==> config.mk <==
export PLATFORM = sky130hd
export DESIGN_NAME = sne_apb_cfg_responder
export DESIGN_NICKNAME = d
export VERILOG_FILES = /design/src/rtl/sne_apb_resp_pkg.sv /design/src/rtl/sne_apb_regbank.sv /design/src/rtl/sne_apb_cfg_responder.sv
export SDC_FILE = /design/constraint.sdc
export NUM_CORES = 1
export LEC_CHECK = 0
export ABC_CLOCK_PERIOD_IN_PS = 3900
export BUFFER_PORTS_ARGS = -buffer_cell sky130_fd_sc_hd__clkbuf_2
export CORE_AREA = 2 2 440 442
export CTS_BUF_LIST = sky130_fd_sc_hd__clkbuf_4
export CTS_CLUSTER_DIAMETER = 100
export CTS_CLUSTER_SIZE = 16
export DETAILED_ROUTE_END_ITERATION = 6
export DIE_AREA = 0 0 442 444
export GPL_ROUTABILITY_DRIVEN = 0
export SYNTH_ARGS = -nofsm -noshare
export SYNTH_HDL_FRONTEND = slang
export SYNTH_HIERARCHICAL = 1
export SYNTH_SLANG_ARGS = --single-unit
==> constraint.sdc <==
create_clock -name clk_i -period 3.9 [get_ports clk_i]
set_input_delay 0.585 -clock clk_i [delete_from_list [all_inputs] [get_ports clk_i]]
set_output_delay 0.585 -clock clk_i [all_outputs]
set_load 0.02 [all_outputs]
==> src/rtl/sne_apb_resp_pkg.sv <==
// Shared types for the SNE APB config responder: FSM states, wait-counter width, error causes.
package sne_apb_resp_pkg;

    localparam int unsigned WAIT_W = 3;

    typedef enum logic [1:0] {
        ST_IDLE   = 2'd0,
        ST_ACCESS = 2'd1,
        ST_DONE   = 2'd2
    } apb_resp_state_e;

    typedef enum logic [1:0] {
        ERR_NONE  = 2'd0,
        ERR_ALIGN = 2'd1,
        ERR_RANGE = 2'd2,
        ERR_RO    = 2'd3
    } apb_err_cause_e;

endpackage

==> src/rtl/sne_apb_regbank.sv <==
// Register storage with read-only status slots and self-clearing pulse slots.
// Write lands on the edge after wr_vld, strobe and cfg update are visible the next cycle; no backpressure.
module sne_apb_regbank
    import sne_apb_resp_pkg::*;
#(
    parameter int unsigned            NUM_REGS   = 16,
    parameter logic [NUM_REGS-1:0]    RO_MASK    = '0,
    parameter logic [NUM_REGS-1:0]    PULSE_MASK = '0,
    localparam int unsigned           IDX_W      = $clog2(NUM_REGS)
) (
    input  logic                      clk_i,
    input  logic                      rst_i,
    input  logic                      wr_vld,
    input  logic [IDX_W-1:0]          wr_idx,
    input  logic [31:0]               wr_dat,
    input  logic [IDX_W-1:0]          rd_idx,
    output logic [31:0]               rd_dat,
    input  logic [NUM_REGS*32-1:0]    status_i,
    output logic [NUM_REGS*32-1:0]    cfg_o,
    output logic [NUM_REGS-1:0]       wr_pulse_o
);

    logic [31:0] regs_q [NUM_REGS];

    always_ff @(posedge clk_i) begin
        if (rst_i) begin
            for (int i = 0; i < NUM_REGS; i++) begin
                regs_q[i] <= '0;
            end
            wr_pulse_o <= '0;
        end else begin
            for (int i = 0; i < NUM_REGS; i++) begin
                // A new write wins over the self-clear, so back-to-back pulses re-arm.
                if (wr_vld && (wr_idx == IDX_W'(i))) begin
                    regs_q[i] <= wr_dat;
                end else if (PULSE_MASK[i]) begin
                    regs_q[i] <= '0;
                end
                wr_pulse_o[i] <= wr_vld && (wr_idx == IDX_W'(i));
            end
        end
    end

    always_comb begin
        for (int i = 0; i < NUM_REGS; i++) begin
            cfg_o[i*32 +: 32] = RO_MASK[i] ? 32'd0 : regs_q[i];
        end
    end

    assign rd_dat = RO_MASK[rd_idx] ? status_i[32*rd_idx +: 32] : regs_q[rd_idx];

endmodule

==> src/rtl/sne_apb_cfg_responder.sv <==
// APB3 completer for the SNE config register bank with programmable wait states and error response.
// pready WAIT_CYCLES+1 cycles after the first enable cycle; master stalls on pready, held enables never recommit.
module sne_apb_cfg_responder
    import sne_apb_resp_pkg::*;
#(
    parameter int unsigned            NUM_REGS    = 16,
    parameter logic [31:0]            BASE_ADDR   = 32'h0000_0000,
    parameter int unsigned            WAIT_CYCLES = 1,
    parameter logic [NUM_REGS-1:0]    RO_MASK     = '0,
    parameter logic [NUM_REGS-1:0]    PULSE_MASK  = '0
) (
    input  logic                      clk_i,
    input  logic                      rst_i,
    input  logic [31:0]               paddr_i,
    input  logic [31:0]               pwdata_i,
    input  logic                      pwrite_i,
    input  logic                      psel_i,
    input  logic                      penable_i,
    output logic [31:0]               prdata_o,
    output logic                      pready_o,
    output logic                      pslverr_o,
    output logic [NUM_REGS*32-1:0]    cfg_o,
    input  logic [NUM_REGS*32-1:0]    status_i,
    output logic [NUM_REGS-1:0]       wr_pulse_o
);

    localparam int unsigned       IDX_W   = $clog2(NUM_REGS);
    localparam logic [31:0]       SPAN    = 32'(NUM_REGS * 4);
    localparam logic [WAIT_W-1:0] WAIT_LD = WAIT_W'(WAIT_CYCLES);

    apb_resp_state_e state_q;
    logic [WAIT_W-1:0] cnt_q;
    logic [31:0]       prdata_q;
    logic [32:0]       diff;
    logic [31:0]       off;
    logic [IDX_W-1:0]  idx;
    apb_err_cause_e    err_cause;
    logic              xfer_start;
    logic              load_rd;
    logic              wr_commit;
    logic [31:0]       rd_word;

    // Extra top bit keeps the borrow so addresses below BASE_ADDR are caught explicitly.
    assign diff = {1'b0, paddr_i} - {1'b0, BASE_ADDR};
    assign off  = diff[31:0];
    assign idx  = off[IDX_W+1:2];

    always_comb begin
        err_cause = ERR_NONE;
        if (paddr_i[1:0] != 2'b00) begin
            err_cause = ERR_ALIGN;
        end else if (diff[32] || (off >= SPAN)) begin
            err_cause = ERR_RANGE;
        end else if (pwrite_i && RO_MASK[idx]) begin
            err_cause = ERR_RO;
        end
    end

    assign xfer_start = psel_i && penable_i;
    assign pready_o   = (state_q == ST_ACCESS) && (cnt_q == '0) && psel_i;
    assign pslverr_o  = pready_o && (err_cause != ERR_NONE);
    assign wr_commit  = pready_o && pwrite_i && (err_cause == ERR_NONE);
    assign prdata_o   = prdata_q;

    // Read data is captured on the edge entering the pready cycle so it is registered when pready rises.
    assign load_rd = ((state_q == ST_IDLE) && xfer_start && (WAIT_LD == '0)) ||
                     ((state_q == ST_ACCESS) && psel_i && (cnt_q == WAIT_W'(1)));

    always_ff @(posedge clk_i) begin
        if (rst_i) begin
            state_q  <= ST_IDLE;
            cnt_q    <= '0;
            prdata_q <= '0;
        end else begin
            unique case (state_q)
                ST_IDLE: begin
                    if (xfer_start) begin
                        state_q <= ST_ACCESS;
                        cnt_q   <= WAIT_LD;
                    end
                end
                ST_ACCESS: begin
                    if (!psel_i) begin
                        state_q <= ST_IDLE;
                        cnt_q   <= '0;
                    end else if (cnt_q == '0) begin
                        state_q <= ST_DONE;
                    end else begin
                        cnt_q <= cnt_q - 1'b1;
                    end
                end
                ST_DONE: begin
                    if (!xfer_start) begin
                        state_q <= ST_IDLE;
                    end
                end
                default: state_q <= ST_IDLE;
            endcase
            if (load_rd) begin
                prdata_q <= (!pwrite_i && (err_cause == ERR_NONE)) ? rd_word : 32'd0;
            end
        end
    end

    sne_apb_regbank #(
        .NUM_REGS   (NUM_REGS),
        .RO_MASK    (RO_MASK),
        .PULSE_MASK (PULSE_MASK)
    ) u_regbank (
        .clk_i      (clk_i),
        .rst_i      (rst_i),
        .wr_vld     (wr_commit),
        .wr_idx     (idx),
        .wr_dat     (pwdata_i),
        .rd_idx     (idx),
        .rd_dat     (rd_word),
        .status_i   (status_i),
        .cfg_o      (cfg_o),
        .wr_pulse_o (wr_pulse_o)
    );

endmodule
==> reports/summary.txt, run 1 <==
Drt total wl: 121,000 um
FF-to-FF Start: state_q[1]
Vias: 17.3k
Top post-synthesis cells by area: edfxtp_1, mux4_2, nor2_1
Largest net degree at the start of global routing: 65
Sequential Power Share: 59.4%
Int Pwr: 8330 uW
DRT antenna net count: 0
Worst Setup End Kind: output pin
Period utilization: 76.9%
# rows: 161
Synth unique cells: 37
Run status: complete, no violations
Die ar.: 196,000 um2
Area Overhead vs Synth: 32.5%
Worst Tran Pin Value: 883 ps
First-pass GRT wire length: 155,000 um
CTS tree: built
Syn Nets: 2,127
Buf/Inv on CP: 1
Pre-antenna DRT Iters: 5
H-tree depth: 2
Root Buffer: clkbuf_4
Share of cells above drive strength 1: 43.5%
CP Max Fanout: 8
RSZ-0062 raised after global routing: false
Crit path arrival time: 2410 ps
Total negative slack: 0 ps
Slew margin rel.: 41.1%
Slowest cell on crit path: dfxtp_1
Reg2reg end: u_regbank/regs_q[11][1]
Mapped Area: 23,400 um2
Initial antenna violation count: 17
Mean Syn Cell Area: 15.2 um2
CP cell instances: nand3b_1 > nor3b_1 > nor2b_1 > clkbuf_2
F_max: 0.333 GHz
Initial Utilization: 12.2%
Total stage count of the critical path: 4
Setup Skew: 80.2 ps
Hold/Removal Path Class: in -> reg
Post-Synthesis Cells: 1,543
1st-iter DRT viols: 2,487
Vias in the first global route: 16.5k
Synth Warn #: 6
Slew Limit Fails: 0
Yosys top cell by area: edfxtp_1
Max cap viols: 0
Pwr/cell area: 384 nW/um2
Critical Path Max Stage Delay: 420 ps
Residual DRC: 0
Worst path required time: 3310 ps
HPWL after DPL: 93,100 um
Critical Path End: pslverr_o
Worst reg-to-reg path cell count: 8
IO Pins: 1,143
Clock Latency Late Sink: 990 ps
Switching pwr: 3570 uW
WS Path Type: reg -> out
DR WL/cell: 25.5 um
Final Util: 16.2%
Die Wd: 442 um
Register bit total from synthesis: 565
Clock Path Buffers: 3
Min Tclk post-route: 3000 ps
FILL cells: 21.0k
Comb pwr share: 15.6%
GR Overflow Total: 0
LEAKAGE: 0.0115 uW
Most frequent cells in the layout: clkbuf_2, edfxtp_1, nor2_1
Setup slack, reg-to-reg: 950 ps
Post-synth top area share: 65.7%
Total Power: 11,900 uW
Sequential-to-total area share from yosys stat: 70.2%
Critical path's top delay family: simple AND/OR/NAND/NOR gates
Commonest non-fill, non-tap cell in the layout: clkbuf_2
Worst-path clk slew: 180 ps
Cts bufs inserted: 45
Endpoints failing setup: 0
Sw Share: 30.0%
CORE AREA: 192,000 um2
PortBufs: 630
Max rail drop VDD: 0.240 mV
Layout net count: 2,767
Vias/cell: 3.66
Clock share of power: 25.0%
CTS sink count: 565
Final Hold Vio Count: 0
Crit path from: state_q[1]
Die Y: 444 um
Gr usage total: 11.7%
CP startpoint kind: flip-flop
==> worst register-to-register path: cells and delay by family, from the launching register on <==
kind / cells / cell delay (ps)
buffers and inverters: 2 / 500
flip-flops: 1 / 420
AND/OR/NAND/NOR: 5 / 1410
AO/OA/AOI/OAI: 1 / 270
==> Yosys cell counts <==
cell type	number
a21boi_1	2
a21oi_1	34
a22oi_1	64
and2_1	1
and3_1	3
and3b_1	1
and4_1	1
buf_1	9
buf_2	22
buf_4	9
buf_6	3
clkbuf_1	94
dfxtp_1	53
edfxtp_1	512
ha_1	3
inv_1	35
mux4_2	128
nand2_1	44
nand2b_1	46
nand3_1	5
nand3b_1	4
nand4_1	32
nand4b_1	1
nor2_1	335
nor2_8	1
nor2b_1	40
nor3_1	3
nor3b_1	3
nor3b_2	2
nor4_1	5
nor4b_1	1
o21a_1	1
o21ai_0	36
o21bai_1	6
o221a_2	1
or3_1	1
or4_4	2
==> per-layer routing <==
metal | track usage, % | part of all wire [%]
met1 | 13.8 | 36
met4 | 4.78 | 4.2
met2 | 20.7 | 51
met5 | 0 | 0.045
met3 | 2.22 | 8.7
==> registers in the layout, summed over array words and instances (netlist names) <==
signal / flops
state_q: 2
u_regbank/regs_q: 512
cnt_q: 3
prdata_o: 32
u_regbank/wr_pulse_o: 16
==> cells by family after synthesis <==
family | Yosys count | share of synthesized area (%)
AO/OA/AOI/OAI | 144 | 3.88
adder cells (fa/ha/maj) | 3 | 0.160
buffers and inverters | 172 | 3.12
flip-flops | 565 | 70.2
multiplexers | 128 | 12.3
AND/OR/NAND/NOR | 531 | 10.3
==> final cells by class <==
class                   instances  area [um2]  area share, %
flip-flops and latches        565       16400           53.0
multi-input cells             806        6420           20.7
repair buffers                730        4260           13.7
well taps                    2526        3160           10.2
clock buffers                  59         443           1.43
clock inverters                13         159          0.512
inverters                      35         131          0.424
diodes                          8        20.0         0.0645
==> repair_timing <==
action                                 in CTS  in global routing
gates resized for setup                     0                  0
hold buffers                                8                  0
endpoints found under the hold margin      36                  0
buffers inserted                            0                  0
==> worst min path at each step <==
stage	from	endpoint	slack (ps)	depth (start not counted)
2_1_floorplan	cnt_q[0]	cnt_q[0]	470	1
3_3_place_gp	cnt_q[0]	cnt_q[0]	480	1
5_1_grt	pwdata_i[20]	u_regbank/regs_q[9][20]	80	4
3_5_place_dp	cnt_q[0]	cnt_q[0]	490	1
4_1_cts	pwdata_i[20]	u_regbank/regs_q[9][20]	10	4
6_report	pwdata_i[17]	u_regbank/regs_q[9][17]	150	3
==> power by group through the flow <==
stage,combinational (uW),clock (uW),sequential [uW]
after global routing,1930,3210,7100
after global placement,1890,0,7190
after floorplan,568,0,7500
after CTS,1900,3060,7070
after detailed placement,1890,0,7210
final,1860,2970,7080
==> per-stage QoR <==
stage	area, um2	setup slack, ps	cells	hold slack, ps
final	31000	901	4742	154
after global routing	31000	619	4738	83.1
after CTS	31000	672	4734	11.3
after detailed placement	30300	467	4654	492
after global placement	30300	443	4654	480
after floorplan	23400	-113	1543	469
No activity file was read; power rests on OpenSTA's default activity.
==> run 2: changes to the inputs <==
--- a/config.mk
+++ b/config.mk
@@ -5,7 +5,7 @@
 export SDC_FILE = /design/constraint.sdc
 export NUM_CORES = 1
 export LEC_CHECK = 0
-export ABC_CLOCK_PERIOD_IN_PS = 3900
+export ABC_CLOCK_PERIOD_IN_PS = 2910
 export BUFFER_PORTS_ARGS = -buffer_cell sky130_fd_sc_hd__clkbuf_2
 export CORE_AREA = 2 2 440 442
 export CTS_BUF_LIST = sky130_fd_sc_hd__clkbuf_4
==> constraint.sdc (replaced) <==
create_clock -name clk_i -period 2.91 [get_ports clk_i]
set_input_delay 0.4365 -clock clk_i [delete_from_list [all_inputs] [get_ports clk_i]]
set_output_delay 0.4365 -clock clk_i [all_outputs]
set_load 0.02 [all_outputs]
==> run 2 against run 1 <==
Net effect: flip-flop and latch count unchanged; largest cell class unchanged; core utilization up 0.51 points; clock-buffer cell count up 2; die area unchanged; final cell count up 2.1%; first-iteration DRC count down 13%.
==> reports/summary.txt, run 2 (synthesis gave the netlist of run 1 again) <==
FF-to-FF Start: cnt_q[0]
Int Pwr: 11,300 uW
Die Y: 444 um
Residual DRC: 0
Die ar.: 196,000 um2
Met2 usage: 21.3%
Switching pwr: 4860 uW
Largest net degree at the start of global routing: 65
Reg2reg end: u_regbank/regs_q[2][31]
Pwr/cell area: 506 nW/um2
Final Hold Vio Count: 0
Post-placement cell area: 30,900 um2
Worst reg-to-reg path cell count: 11
Sw Share: 30.0%
Register area: 16,400 um2
CP cell instances: inv_1 > ha_1 > nor3b_2 > buf_4 > and3_1 > buf_12 > nor3b_2 > buf_4 > nand2_2 > buf_4 > nor2_1
Setup slack, reg-to-reg: 220 ps
DR WL/cell: 25.2 um
DRT antenna net count: 0
First-pass GRT wire length: 159,000 um
Hold/Removal Path Class: in -> reg
Drt total wl: 122,000 um
CP Max Fanout: 33
Slew Limit Fails: 0
GR Layer Usage met3: 2.87%
Buf/Inv on CP: 5
FILL cells: 21.0k
Hold Path End: prdata_o[14]
Sequential Power Share: 58.7%
CORE AREA: 192,000 um2
Worst path required time: 3590 ps
Most frequent cells in the layout: clkbuf_2, edfxtp_1, nor2_1
Max FFs per register: 512
Multi-input gate area: 6420 um2
H-tree depth: 2
# rows: 161
Met1 Track Usage GR: 13.5%
Area Overhead vs Synth: 36.7%
Final Non-Filler Cells: 4,841
Max cap viols: 0
Initial antenna violation count: 15
Worst Setup End Kind: flip-flop
Slowest cell on crit path: buf_4
WS Path Type: reg -> reg
Cts bufs inserted: 47
CP startpoint kind: flip-flop
Slew margin rel.: 50.8%
Min Tclk post-route: 2690 ps
Crit path top cell by count: buf_4
Vias/cell: 3.63
Final Util: 16.7%
CTS tree: built
Setup Skew: 115 ps
1st-iter DRT viols: 2,159
Share of cells above drive strength 1: 44.6%
F_max: 0.372 GHz
Max rail drop VDD: 0.298 mV
Vias in the first global route: 17.3k
Fin area: 32,000 um2
Initial Utilization: 12.2%
CTS sink count: 565
GR Overflow Total: 0
Gr usage total: 11.9%
IO Pins: 1,143
Commonest non-fill, non-tap cell in the layout: clkbuf_2
WHS Path Cells: 5
Vias: 17.6k
LEAKAGE: 0.0120 uW
Worst-path clk slew: 190 ps
Hold wc startpoint: pwrite_i
Clock Latency Late Sink: 1030 ps
Run status: complete, no violations
Critical Path Max Stage Delay: 510 ps
Clock share of power: 25.4%
Worst Tran Pin Value: 738 ps
Critical path's top delay family: buffers and inverters
Root Buffer: clkbuf_4
Total negative slack: 0 ps
Placed insts: 4,713
Reg with most FFs: u_regbank/regs_q
Layout net count: 2,858
Pre-antenna DRT Iters: 7
HPWL after DPL: 95,100 um
Top Usage Layer GRT: met2
Clock Path Buffers: 3
Die Wd: 442 um
Hold Slack: 171 ps
Period utilization: 92.5%
Endpoints failing setup: 0
PortBufs: 630
Comb pwr share: 16.0%
Crit path arrival time: 3370 ps
[run 2: cell count changes in the layout (fill, tap and decap cells not counted), moves of 2 or more]
cell	change
clkinv_8	+3
buf_12	+12
diode_2	+7
dlygate4sd3_1	+28
inv_8	-2
buf_6	+4
buf_4	+45
clkbuf_4	+2
[run 2: timing repair]
action	in CTS	in global routing
buffers inserted	2	0
endpoints found under the hold margin	335	0
gates resized for setup	1	4
endpoints found under the setup margin	1	11
pin swaps	1	0
hold buffers	36	0
[run 2: routing by layer]
| metal | share of wire [%] | vias up |
|---|---|---|
| li1 | - | 7217 |
| met1 | 35 | 9037 |
| met5 | 0.038 | - |
| met2 | 52 | 1096 |
| met3 | 8.8 | 208 |
| met4 | 4.0 | 6 |
[run 2: how the worst max path moves through the flow]
stage,start,endpoint,slack [ps],cells after the start
2_1_floorplan,paddr_i[15],u_regbank/regs_q[11][0],-310,7
3_3_place_gp,paddr_i[15],u_regbank/regs_q[11][5],-100,10
3_5_place_dp,paddr_i[15],u_regbank/regs_q[11][5],-110,10
4_1_cts,cnt_q[0],pslverr_o,20,5
5_1_grt,cnt_q[0],pslverr_o,-4,5
6_report,cnt_q[0],u_regbank/regs_q[2][31],220,11
[run 2: area by class of cell]
cell class | instances | area share, %
Multi-Input combinational cell | 806 | 20.1
Clock inverter | 14 | 0.629
Sequential cell | 565 | 51.4
Antenna cell | 15 | 0.117
Clock buffer | 61 | 1.43
Inverter | 35 | 0.411
Tap cell | 2526 | 9.88
Timing Repair Buffer | 819 | 16.1
[run 2: metrics by stage]
| step | power [uW] | worst slack, ps |
|---|---|---|
| 2_1_floorplan | 10800 | -306 |
| 3_3_place_gp | 12200 | -101 |
| 3_5_place_dp | 12300 | -111 |
| 4_1_cts | 16400 | 22.7 |
| 5_1_grt | 16700 | -4.13 |
| 6_report | 16200 | 219 |
[run 2: tightest hold or removal path, delay by kind of cell]
kind                   cells  cell delay [ps]
and+or+nand+nor            2              170
AOI/OAI and AO/OA          1               60
buffers and inverters      2              460
[run 2: power by group through the flow]
stage	Clock (uW)	Sequential [uW]	Combinational [uW]
5_1_grt	4480	9520	2700
3_3_place_gp	0	9650	2580
4_1_cts	4260	9480	2640
2_1_floorplan	0	10000	770
3_5_place_dp	0	9670	2590
6_report	4110	9490	2580
